`config.mk`:
```
export PLATFORM = sky130hd
export DESIGN_NAME = decode_stage
export DESIGN_NICKNAME = d
export VERILOG_FILES = /design/src/rtl/decode_stage.sv
export SDC_FILE = /design/constraint.sdc
export NUM_CORES = 1
export LEC_CHECK = 0
export CORE_MARGIN = 5
export CORE_UTILIZATION = 40
export CTS_CLUSTER_SIZE = 20
export DETAILED_ROUTE_END_ITERATION = 6
export PLACE_DENSITY = 0.87
export REMOVE_ABC_BUFFERS = 1
export SLEW_MARGIN = 20
export SYNTH_ARGS = -nofsm -noshare
export SYNTH_HDL_FRONTEND = slang
export SYNTH_SLANG_ARGS = --single-unit
```
`constraint.sdc`:
```
create_clock -name clk -period 2.1 [get_ports clk]
set_clock_uncertainty 0.1 [all_clocks]
set_input_delay 0.42 -clock clk [delete_from_list [all_inputs] [get_ports clk]]
set_output_delay 0.42 -clock clk [all_outputs]
set_load 0.02 [all_outputs]
```
`src/rtl/decode_stage.sv`:
```
// Registered decode stage: splits instr into typed fields,
// valid/ready on both sides, flush, illegal-opcode counter.
//
// Ports:
//   clk, rst_n         clock, async active-low reset
//   in_valid/in_ready  upstream handshake, instr = raw word
//   flush              drop held and incoming instructions
//   out_valid/out_ready downstream handshake
//   opcode_o type_o rde_o rs1_o rs2_o func_o imm_o illegal_o
//                      decoded fields (imm sign-extended)
//   ill_cnt_o          saturating count of accepted illegals
//
// Macro DECODE_SKID_EN: adds a one-entry skid buffer so that
// in_ready is registered (no out_ready->in_ready path).
// Type codes: E=0 R=1 M=2 I=3 F=4 B=5 U=6.

`ifndef ORR
`define ORR 8'h10
`endif
`ifndef ORI
`define ORI 8'h11
`endif

module decode_stage #(
  parameter int DATA_W    = 32,
  parameter int ILL_CNT_W = 8
) (
  input  logic                 clk,
  input  logic                 rst_n,
  input  logic                 in_valid,
  output logic                 in_ready,
  input  logic [31:0]          instr,
  input  logic                 flush,
  output logic                 out_valid,
  input  logic                 out_ready,
  output logic [7:0]           opcode_o,
  output logic [2:0]           type_o,
  output logic [3:0]           rde_o,
  output logic [3:0]           rs1_o,
  output logic [3:0]           rs2_o,
  output logic [3:0]           func_o,
  output logic [DATA_W-1:0]    imm_o,
  output logic                 illegal_o,
  output logic [ILL_CNT_W-1:0] ill_cnt_o
);

  localparam logic [2:0] T_E = 3'd0;
  localparam logic [2:0] T_R = 3'd1;
  localparam logic [2:0] T_M = 3'd2;
  localparam logic [2:0] T_I = 3'd3;
  localparam logic [2:0] T_F = 3'd4;
  localparam logic [2:0] T_B = 3'd5;
  localparam logic [2:0] T_U = 3'd6;

  typedef struct packed {
    logic [7:0]        op;
    logic [2:0]        ty;
    logic [3:0]        rde;
    logic [3:0]        rs1;
    logic [3:0]        rs2;
    logic [3:0]        func;
    logic [DATA_W-1:0] imm;
    logic              ill;
  } dec_t;

  dec_t dec;
  logic [2:0] ty;
  logic       ill;

  always_comb begin
    ty  = T_E;
    ill = 1'b0;
    unique case (1'b1)
      (instr[7:0] == `ORR): ty = T_R;
      (instr[7:0] == `ORI): ty = T_I;
      default:              ill = 1'b1;
    endcase
  end

  // M/F/B/U have no opcodes in the table yet; their field
  // layouts are kept so new opcodes only need a table entry.
  always_comb begin
    dec     = '0;
    dec.op  = instr[7:0];
    dec.ty  = ty;
    dec.ill = ill;
    unique case (ty)
      T_R: begin
        dec.imm = DATA_W'($signed(instr[19:8]));
        dec.rs2 = instr[23:20];
        dec.rs1 = instr[27:24];
        dec.rde = instr[31:28];
      end
      T_M: begin
        dec.imm  = DATA_W'($signed(instr[19:8]));
        dec.func = instr[23:20];
        dec.rs1  = instr[27:24];
        dec.rde  = instr[31:28];
      end
      T_I: begin
        dec.imm = DATA_W'($signed(instr[23:8]));
        dec.rs1 = instr[27:24];
        dec.rde = instr[31:28];
      end
      T_F: begin
        dec.imm  = DATA_W'($signed(instr[23:8]));
        dec.func = instr[27:24];
        dec.rde  = instr[31:28];
      end
      T_B: begin
        dec.imm  = DATA_W'($signed(instr[27:8]));
        dec.func = instr[31:28];
      end
      T_U: begin
        dec.imm = DATA_W'($signed(instr[31:8]));
      end
      default: begin
        // illegal: every field stays zero
      end
    endcase
  end

  dec_t                 out_q, out_d;
  logic                 ov_q, ov_d;
  logic [ILL_CNT_W-1:0] cnt_q, cnt_d;
  logic                 accept;

  assign accept = in_valid & in_ready;

`ifdef DECODE_SKID_EN
  dec_t skid_q, skid_d;
  logic sv_q, sv_d;

  assign in_ready = ~sv_q;

  always_comb begin
    out_d  = out_q;
    ov_d   = ov_q;
    skid_d = skid_q;
    sv_d   = sv_q;
    cnt_d  = cnt_q;
    if (flush) begin
      ov_d = 1'b0;
      sv_d = 1'b0;
    end else begin
      if (accept & dec.ill & ~&cnt_q)
        cnt_d = cnt_q + ILL_CNT_W'(1);
      if (~ov_q | out_ready) begin
        // in_ready is low while skid is full, so no
        // accept can collide with the skid move.
        if (sv_q) begin
          out_d = skid_q;
          ov_d  = 1'b1;
          sv_d  = 1'b0;
        end else if (accept) begin
          out_d = dec;
          ov_d  = 1'b1;
        end else begin
          ov_d = 1'b0;
        end
      end else if (accept) begin
        skid_d = dec;
        sv_d   = 1'b1;
      end
    end
  end

  always_ff @(posedge clk or negedge rst_n) begin
    if (!rst_n) begin
      skid_q <= '0;
      sv_q   <= 1'b0;
    end else begin
      skid_q <= skid_d;
      sv_q   <= sv_d;
    end
  end
`else
  assign in_ready = ~ov_q | out_ready;

  always_comb begin
    out_d = out_q;
    ov_d  = ov_q;
    cnt_d = cnt_q;
    if (flush) begin
      ov_d = 1'b0;
    end else begin
      if (accept & dec.ill & ~&cnt_q)
        cnt_d = cnt_q + ILL_CNT_W'(1);
      if (accept) begin
        out_d = dec;
        ov_d  = 1'b1;
      end else if (out_ready) begin
        ov_d = 1'b0;
      end
    end
  end
`endif

  always_ff @(posedge clk or negedge rst_n) begin
    if (!rst_n) begin
      out_q <= '0;
      ov_q  <= 1'b0;
      cnt_q <= '0;
    end else begin
      out_q <= out_d;
      ov_q  <= ov_d;
      cnt_q <= cnt_d;
    end
  end

  assign out_valid = ov_q;
  assign opcode_o  = out_q.op;
  assign type_o    = out_q.ty;
  assign rde_o     = out_q.rde;
  assign rs1_o     = out_q.rs1;
  assign rs2_o     = out_q.rs2;
  assign func_o    = out_q.func;
  assign imm_o     = out_q.imm;
  assign illegal_o = out_q.ill;
  assign ill_cnt_o = cnt_q;

endmodule

```
==> key figures <==
Setup path
  • CP endpoint kind: register
  • R2r endpoint: ill_cnt_o[1]$_DFFE_PN0P_
  • Crit-path max FO: 4
  • Reg2reg setup slack: 0.28 ns
  • Critical Path Source Type: input port
  • Worst reg2reg startpoint: ill_cnt_o[1]$_DFFE_PN0P_
  • Worst R2R Path Depth: 5
  • Arrival time worst endpoint: 2.13 ns
  • Required time worst endpoint: 2.18 ns
  • Setup Crit Path Kind: input port to register

Yosys
  • Flops & latches, synth: 52
  • Syn avg cell area: 12.84 sq um
  • Post-synth EDFFs: 0
  • Cells after Synth: 170
  • Sequential share of the synthesized area: 59.63%
  • Yosys cell types: 35
  • Synth async-reset ratio: 100.0%
  • Ys flop type: dfrtp_1
  • Cell Area, Synth: 0.002182 sq mm
  • Synthesis Warnings: 0

Floorplan
  • Core area: 0.005205 sq mm
  • Die height: 83.86 um
  • Std-Cell Rows: 26
  • Die W: 83.86 um
  • Die footprint: 0.007033 sq mm
  • Boundary Pins: 107
  • Starting Density: 41.92%

STA
  • Tmin final: 2.046 ns
  • Crit share post-route: 97.42%
  • Hold Vio Cnt, Final: 0
  • Final slew viol count: 0
  • Final Setup Violations: 0
  • F_max: 488.8 MHz
  • Unrepaired setup endpoints after global routing: no
  • Worst relative slew slack: 66.20%
  • Worst-margin pin slew: 0.5069 ns
  • PnR worst setup slack: 0.05414 ns

Route
  • Routed wire length: 5455 um
  • 1st-iter DRT viols: 97
  • DRC errors left: 0
  • DRT Pass-1 Iters: 4
  • Via count: 1,701
  • Drt via density: 4.916
  • Avg WL per Cell: 15.77 um
  • Antenna viol nets, final: 0

Outcome
  • Status: completed

Place
  • Post-DP HPWL: 4268 um
  • Cell Area, Placed: 0.003318 sq mm
  • # port buffers: 105
  • Pre-CTS WS: -0.2642 ns
  • GPL Wtd Cong: 0.8309

Clock tree
  • Clock Sink Count: 52
  • Post-CTS Setup Bufs: 0
  • H-tree depth: 2
  • Clock buffer depth: 2
  • TritonCTS Buffers: 5
  • Clk slew on worst S/H paths: 0.09 ns
  • Clock Latency Late Sink: 0.30 ns
  • CTS tree: built
  • Root Buffer: clkbuf_8

Power and ir drop
  • Static leakage: 1.496 nW
  • Peak VDD IR: 352.4 uV
  • PwrDens: 701.8 mW/mm^2

Layout
  • Layout cells sized above 1: 11.96%
  • NumNets Final: 313
  • Design area: 0.003417 sq mm
  • Area grow syn2layout: 56.59%
  • Number of antenna diodes: 0

Flow run
  • Total of max-cap violations: 0

Hold path
  • Hold EP: illegal_o$_DFFE_PN0P_
  • Hold_sp: illegal_o$_DFFE_PN0P_
  • Depth of the worst hold-timing path: 2
  • Hold WC Path Type: register to register

GRT
  • Vias in the first global route: 1,788
  • GRT Total Usage: 15.29%
  • Remaining Overflow, GRT: 0
  • Largest net degree at the start of global routing: 32
  • Global-route wire length before repair: 8714 um
  • Initial antenna violation count: 0
-- cell usage after synthesis, types with 2 or more instances --
| cell | n | area [sq um] |
|---|---|---|
| dfrtp_1 | 52 | 1301 |
| a22o_1 | 25 | 219.0 |
| buf_4 | 17 | 127.6 |
| nand2_1 | 10 | 37.54 |
| mux2_1 | 9 | 101.4 |
| a21oi_1 | 7 | 35.03 |
| and2_1 | 4 | 25.02 |
| buf_2 | 4 | 20.02 |
| o21ai_1 | 4 | 20.02 |
| clkbuf_1 | 3 | 11.26 |
| xor2_1 | 3 | 26.28 |
| a31oi_1 | 2 | 12.51 |
| nand3_1 | 2 | 10.01 |
| nand4_1 | 2 | 12.51 |
| nor2_1 | 2 | 7.510 |
| nor2_2 | 2 | 12.51 |
| nor2b_1 | 2 | 12.51 |
| nor4_1 | 2 | 12.51 |
| o31ai_1 | 2 | 15.01 |
-- through the flow --
stage	power (W)	instances	hold WS [ns]	setup TNS, ns	util (%)
3_3_place_gp	0.001839	337	0.3109	-4.248	63.75
4_1_cts	0.002428	346	0.3856	0	65.65
2_1_floorplan	0.001479	145	0.02441	-30.60	-
6_report	0.002398	346	0.3805	0	65.65
5_1_grt	0.002521	346	0.4093	0	65.65
3_5_place_dp	0.001863	337	0.3243	-4.992	63.75
-- layer usage --
metal	GRT usage, %	vias up	part of all wire [%]
li1	-	804	-
met5	0	-	0
met4	3.509	0	1.2
met1	18.07	806	41
met2	26.46	84	49
met3	5.627	7	8.7
-- power breakdown --
group | leakage [nW] | internal, W | switching, W | total [W]
clock | 0.0414 | 0.000238 | 0.000323 | 0.000561
sequential | 0.689 | 0.00109 | 0.000106 | 0.00120
combinational | 0.766 | 0.000335 | 0.000303 | 0.000638
-- registers in the layout, indices dropped and copies added (netlist names) --
| register | count |
|---|---|
| func_o | 4 |
| ill_cnt_o | 8 |
| illegal_o | 1 |
| imm_o | 16 |
| opcode_o | 8 |
| out_valid | 1 |
| rde_o | 4 |
| rs1_o | 4 |
| rs2_o | 4 |
| type_o | 2 |
-- kinds of logic after synthesis --
kind of cell / synth area share (%)
AO/OA/AOI/OAI: 16.00
XOR/XNOR: 1.204
adder cells (fa/ha/maj): 0.5733
buffers and inverters: 7.626
flip-flops: 59.63
multiplexers: 5.332
other: 0.1719
AND/OR/NAND/NOR: 9.461
-- worst max-delay path by stage --
stage / slack, ns / startpoint / to / cells after the start
6_report: 0.05 / instr[3] / ill_cnt_o[4]$_DFFE_PN0P_ / 5
5_1_grt: 0.003 / imm_o[30]$_DFFE_PN0P_ / imm_o[29] / 1
4_1_cts: 0.06 / instr[3] / ill_cnt_o[4]$_DFFE_PN0P_ / 5
3_5_place_dp: -0.26 / instr[3] / ill_cnt_o[4]$_DFFE_PN0P_ / 5
3_3_place_gp: -0.22 / instr[3] / ill_cnt_o[4]$_DFFE_PN0P_ / 5
2_1_floorplan: -0.75 / imm_o[30]$_DFFE_PN0P_ / imm_o[15] / 0
-- worst max-delay path, cell delays in order --
cell	delay, ns
clkdlybuf4s50_1	0.42
or4b_4	0.60
o211a_1	0.26
nand4_1	0.09
mux2_1	0.33
-- area by class of cell --
class,instances,area [sq um]
tap,70,87.58
inverter,1,3.754
timing repair buffer,123,1220
sequential,52,1303
clock buffer,6,72.57
fill,416,1788
multi-input combinational,92,714.4
clock inverter,2,16.27
-- cell usage in the layout, fill, tap and decap left out, drive strengths merged, types with 3 or more instances in the layout --
master,Yosys,final
nor2,4,4
mux2,10,10
clkdlybuf4s50,0,103
and2,4,4
clkbuf,3,6
a21oi,7,7
nand2,10,10
o21ai,4,4
buf,22,18
a22o,25,25
dfrtp,52,52
xor2,3,3
-- repair_timing --
item,CTS,global route
gates resized for setup,2,0
endpoints found under the setup margin,18,0
hold buffers,1,0
endpoints found under the hold margin,21,0
Power figures use the tool's default switching activity.
